**src/rtl/ritc_input_align_ctrl.sv**
```systemverilog
// Per-lane IDELAY alignment sequencer: sweeps every tap of each lane, scores it
// against the training pattern and loads the centre of the earliest longest passing window.
module ritc_input_align_ctrl #(
  parameter int NBITS  = 36,
  parameter int NTAPS  = 32,
  parameter int SETTLE = 16,
  parameter int NSAMP  = 64,
  localparam int TW    = $clog2(NTAPS)
) (
  input  logic             clk,
  input  logic             rst_n,
  input  logic             start,
  input  logic             match_valid,
  input  logic             match,
  output logic [5:0]       bit_sel,
  output logic [TW-1:0]    delay_tap,
  output logic             delay_load,
  output logic             busy,
  output logic             done,
  output logic [NBITS-1:0] fail_mask
);
  // state    | meaning
  // S_IDLE   | waiting for start
  // S_LOAD   | one-cycle delay load of the tap under test
  // S_SETTLE | let the IDELAY settle, checker verdicts ignored
  // S_SAMPLE | collect NSAMP matches, first mismatch fails the tap
  // S_EVAL   | update run tracker, advance tap or finish lane
  // S_FINAL  | load the window centre, flag lane if nothing passed
  // S_NEXT   | advance lane or finish
  // S_DONE   | one-cycle completion, done held afterwards
  typedef enum logic [2:0] {
    S_IDLE, S_LOAD, S_SETTLE, S_SAMPLE, S_EVAL, S_FINAL, S_NEXT, S_DONE
  } state_t;

  localparam int SW = (SETTLE > 1) ? $clog2(SETTLE) : 1;
  localparam int CW = $clog2(NSAMP + 1);

  state_t        state;
  logic [TW-1:0] tap;
  logic [SW-1:0] settle_cnt;
  logic [CW-1:0] samp_cnt;
  logic          tap_pass;
  logic [TW:0]   cur_len, best_len, nc_len, nb_len, cand_len;
  logic [TW-1:0] cur_start, best_start, nc_start, nb_start, cand_start;
  logic [TW-1:0] centre;
  logic          last_tap, close_run;

  always_comb begin
    last_tap   = (tap == TW'(NTAPS - 1));
    nc_len     = tap_pass ? cur_len + (TW+1)'(1) : '0;
    nc_start   = (tap_pass && cur_len == '0) ? tap : cur_start;
    // a failing tap closes the run before it; the last tap also closes a run still open
    cand_len   = tap_pass ? nc_len : cur_len;
    cand_start = tap_pass ? nc_start : cur_start;
    close_run  = !tap_pass || last_tap;
    nb_len     = best_len;
    nb_start   = best_start;
    if (close_run && cand_len > best_len) begin
      nb_len   = cand_len;
      nb_start = cand_start;
    end
    // start + len/2 never exceeds NTAPS-1, so the TW-bit sum cannot overflow
    centre = nb_start + nb_len[TW:1];
  end

  always_ff @(posedge clk) begin
    if (!rst_n) begin
      state      <= S_IDLE;
      tap        <= '0;
      settle_cnt <= '0;
      samp_cnt   <= '0;
      tap_pass   <= 1'b0;
      cur_len    <= '0;
      cur_start  <= '0;
      best_len   <= '0;
      best_start <= '0;
      bit_sel    <= '0;
      delay_tap  <= '0;
      delay_load <= 1'b0;
      busy       <= 1'b0;
      done       <= 1'b0;
      fail_mask  <= '0;
    end else begin
      delay_load <= 1'b0;
      case (state)
        S_IDLE: begin
          if (start) begin
            fail_mask  <= '0;
            done       <= 1'b0;
            busy       <= 1'b1;
            bit_sel    <= '0;
            tap        <= '0;
            delay_tap  <= '0;
            cur_len    <= '0;
            cur_start  <= '0;
            best_len   <= '0;
            best_start <= '0;
            delay_load <= 1'b1;
            state      <= S_LOAD;
          end
        end
        S_LOAD: begin
          settle_cnt <= SW'(SETTLE - 1);
          state      <= S_SETTLE;
        end
        S_SETTLE: begin
          if (settle_cnt == '0) begin
            samp_cnt <= CW'(NSAMP);
            state    <= S_SAMPLE;
          end else begin
            settle_cnt <= settle_cnt - 1'b1;
          end
        end
        S_SAMPLE: begin
          if (match_valid) begin
            if (!match) begin
              tap_pass <= 1'b0;
              state    <= S_EVAL;
            end else if (samp_cnt == CW'(1)) begin
              tap_pass <= 1'b1;
              state    <= S_EVAL;
            end else begin
              samp_cnt <= samp_cnt - 1'b1;
            end
          end
        end
        S_EVAL: begin
          best_len   <= nb_len;
          best_start <= nb_start;
          cur_len    <= nc_len;
          cur_start  <= nc_start;
          delay_load <= 1'b1;
          if (last_tap) begin
            delay_tap <= (nb_len == '0) ? '0 : centre;
            state     <= S_FINAL;
          end else begin
            tap       <= tap + 1'b1;
            delay_tap <= tap + 1'b1;
            state     <= S_LOAD;
          end
        end
        S_FINAL: begin
          if (best_len == '0) fail_mask[bit_sel] <= 1'b1;
          state <= S_NEXT;
        end
        S_NEXT: begin
          if (bit_sel == 6'(NBITS - 1)) begin
            busy  <= 1'b0;
            done  <= 1'b1;
            state <= S_DONE;
          end else begin
            bit_sel    <= bit_sel + 1'b1;
            tap        <= '0;
            delay_tap  <= '0;
            cur_len    <= '0;
            cur_start  <= '0;
            best_len   <= '0;
            best_start <= '0;
            delay_load <= 1'b1;
            state      <= S_LOAD;
          end
        end
        S_DONE:  state <= S_IDLE;
        default: state <= S_IDLE;
      endcase
    end
  end
endmodule
```
**config.mk**
```make
export PLATFORM = sky130hd
export DESIGN_NAME = ritc_input_align_ctrl
export DESIGN_NICKNAME = d
export VERILOG_FILES = /design/src/rtl/ritc_input_align_ctrl.sv
export SDC_FILE = /design/constraint.sdc
export NUM_CORES = 1
export LEC_CHECK = 0
export BUFFER_PORTS_ARGS = -buffer_cell sky130_fd_sc_hd__buf_2
export CAP_MARGIN = 20
export CORE_ASPECT_RATIO = 1.25
export CORE_UTILIZATION = 55
export CTS_BUF_LIST = sky130_fd_sc_hd__clkbuf_4 sky130_fd_sc_hd__clkbuf_8
export CTS_CLUSTER_SIZE = 14
export DETAILED_ROUTE_END_ITERATION = 16
export PLACE_DENSITY = 0.76
export SYNTH_ARGS = -nofsm -noshare
export SYNTH_HDL_FRONTEND = slang
export SYNTH_SLANG_ARGS = --single-unit
```
**constraint.sdc**
```tcl
create_clock -name clk -period 6.9 [get_ports clk]
set_input_delay 0.345 -clock clk [delete_from_list [all_inputs] [get_ports clk]]
set_output_delay 0.345 -clock clk [all_outputs]
set_load 0.05 [all_outputs]
```
==> results.md <==
- Run status: complete, no violations
- Clock sinks: 92
- Largest net degree at the start of global routing: 41
- Top cell by count, worst path: ha_1
- FF+latch count, synth: 92
- Die Ht: 104 microns
- Unrepaired setup endpoints after global routing: no
- Fmax: around 230 MHz
- Antenna violations before repair: 0
- Leakage Power: 0.00207 uW
- Drt pass-1 iters: 5
- Area Overhead vs Synth: 11.0%
- Mapped Area: ~4600 sq um
- Worst slack, placed: 2.05 ns
- Post-synthesis sequential area ratio: 40.3%
- Setup-failing EPs final: 0
- Startpoint Class: flip-flop
- Skew-Pair Late Insertion Delay: between 0.3 and 0.4 ns
- I/O pins: 55
- Clk buf depth: 2
- Worst path cell trace: nand4_1 > xnor2_1 > ha_1 > and4_1 > a32o_1 > a31oi_2 > buf_6 > o21ai_0 > ha_1 > ha_1 > nand2b_1 > maj3_1 > mux2i_1 > o221ai_1 > mux2i_1 > o21ai_0
- Post-Synthesis Cells: ~560
- Post-route cell area: 5070 sq um
- Crit path DAT: about 4.6 ns
- Worst path bufs/invs: 1
- # Max-Cap Violations: 0
- Minimum clock period: approximately 4.4 ns
- CP peak stage delay: about 0.67 ns
- CTS root buf: clkbuf_8
- Worst path required time: between 7 and 8 ns
- Core ar.: 7930 sq um
- Synth Area per Inst: slightly above 8 sq um
- DP Wirelength: ~8000 microns
- Fin. Hold Viols: 0
- Synth cell types: 70
- CP max stage cell: dfxtp_1
- Ys Warns: 0
- CP Capture Type: flip-flop
- WHS: 0.295 ns
- Crit Path Max Fanout: 23
- Inserted Clock Buffers: 9
- PnR worst setup slack: between 2 and 3 ns
- Clk_skew: ~0.0098 ns
- Tot GR Track Use: 25.5%
- Nets: between 600 and 700
- Commonest non-fill, non-tap cell in the layout: nor2_1
- Commonest non-fill, non-tap cells in the layout: nor2_1 (112), dfxtp_1 (92), a21oi_1 (64)
- Setup tns final: 0 ns
- Routed WL per cell: about 15 microns
- Post-DR vias/cell: between 5 and 6
- Tcrit/Tclk final: between 60% and 70%
- Hold Crit Class: in -> reg
- Antenna viol nets, final: 0
- Max-slew headroom: approximately half
- Antenna diodes: 0
- Row Count: 36
- Width of the die: between 80 and 90 microns
- Max H-tree Level: 3
- CTS resizes: 0
- Reg clk slew, reported paths: around 0.1 ns
- Vias in the first global route: about 3,700
- Peak supply drop: ~0.19 mV
- Via count: 3,998
- # Post-CTS Setup Buffers: 0
- Worst slew pin tran: a little under 0.8 ns
- Utilization after layout: 64.0%
- Die area: 8670 sq um
- Crit Path Class: reg -> reg
- # port buffers: 54
- Cell Area, Placed: 4840 sq um
- Final-report max-slew violation count: 0
- RD Place Congestion: 0.874
- Initial Util: between 50% and 60%
- First-pass GRT wire length: between 15,000 and 20,000 microns
- Synth Flop Type: dfxtp_1
- Fraction of layout cells with a size suffix above 1: ~15%
- Total Wirelength: around 11,000 microns
- CTS tree: yes
- Mapped Nets: just under 600
- Number of synthesized flops with an enable pin: 0
- Asr flop ratio synth: 0%
- Grt total ovfl: 0
- Iter 0 DRT Violations: about 240
- Hold buffers post-CTS: 0
- DRC violations left: 0
- PwrDens: 232 nW/um^2
- Delay-heaviest family, CP: adder cells
[sequential cells by signal (all words and copies together), names as in the netlist]
signal and cells:
best_len 6, best_start 5, bit_sel 6, busy 1, cur_len 6, cur_start 5, delay_load 1, delay_tap 5
done 1, fail_mask 36, samp_cnt 7, settle_cnt 4, state 3, tap 5, tap_pass 1
[worst register-to-register path: cells and delay by family, from the launching register on]
family,cells,cell delay [ns]
adder cells (fa/ha/maj),4,1.18
AO/OA/AOI/OAI,5,0.88
flip-flops,1,0.67
AND/OR/NAND/NOR,3,0.55
XOR/XNOR,1,0.43
multiplexers,2,0.30
buffers and inverters,1,0.24
[cell usage after synthesis, types with 3 or more instances]
cell type | count | area (sq um)
o21ai_1 | 3 | 15.0
o211ai_1 | 3 | 22.5
nor2_1 | 112 | 420
a21oi_1 | 64 | 320
nor3_1 | 11 | 55.1
or3_1 | 3 | 18.8
a22oi_1 | 21 | 158
buf_2 | 4 | 20.0
xor2_1 | 13 | 114
a2111oi_0 | 3 | 26.3
nand3_1 | 9 | 45.0
inv_1 | 21 | 78.8
dfxtp_1 | 92 | 1840
o21ai_0 | 20 | 100
nor3b_1 | 9 | 67.6
mux2i_1 | 7 | 70.1
ha_1 | 18 | 225
nand2_1 | 30 | 113
and3_1 | 7 | 43.8
nand2b_1 | 7 | 43.8
nand4_1 | 4 | 25.0
and2_1 | 3 | 18.8
and4_1 | 3 | 26.3
and3b_1 | 3 | 26.3
xnor2_1 | 12 | 105
clkbuf_1 | 18 | 67.6
[metrics by stage]
step,power (uW),std cells
after floorplan,752,556
after global placement,790,680
after detailed placement,796,680
after CTS,1180,696
after global routing,1240,697
final,1170,697
[final timing paths]
check,startpoint,end,slack [ns],depth (start not counted)
setup / recovery,tap_pass$_SDFFE_PN0P_,delay_tap[4]$_SDFFE_PN0P_,2.55,16
hold / removal,match,tap_pass$_SDFFE_PN0P_,0.30,3
setup reg to reg,tap_pass$_SDFFE_PN0P_,delay_tap[4]$_SDFFE_PN0P_,2.55,16
hold reg to reg,fail_mask[8]$_SDFFE_PN0P_,fail_mask[8]$_SDFFE_PN0P_,0.48,2
[layer usage]
| metal | track usage (%) | routed length (microns) |
|---|---|---|
| met2 | 44.1 | 5310 |
| met4 | 10.2 | 292 |
| met3 | 6.11 | 550 |
| met1 | 30.2 | 4540 |
| met5 | 0 | 0 |
[cell type report]
cell class / instances / area (sq um)
clock buffer: 9 / 124
timing repair buffer: 58 / 304
clock inverter: 7 / 91.3
sequential: 92 / 1840
fill: 669 / 2860
multi-input combinational: 415 / 2510
tap: 95 / 119
inverter: 21 / 78.8
[power breakdown]
part | switching [uW] | total (uW) | internal [uW]
Combinational | 124 | 189 | 64.8
Clock | 212 | 389 | 177
Sequential | 37.9 | 596 | 558
Total | 375 | 1170 | 800
[kinds of logic (layout without fill, tap and decap cells)]
family,after synthesis,in the layout,share of synthesized area (%)
multiplexers,9,9,2.27
AND/OR/NAND/NOR,219,219,23.2
flip-flops,92,92,40.3
AO/OA/AOI/OAI,142,142,19.3
XOR/XNOR,25,25,4.80
adder cells (fa/ha/maj),20,20,5.37
buffers and inverters,49,95,4.74
Note: power is estimated with default switching activity, not from simulation.
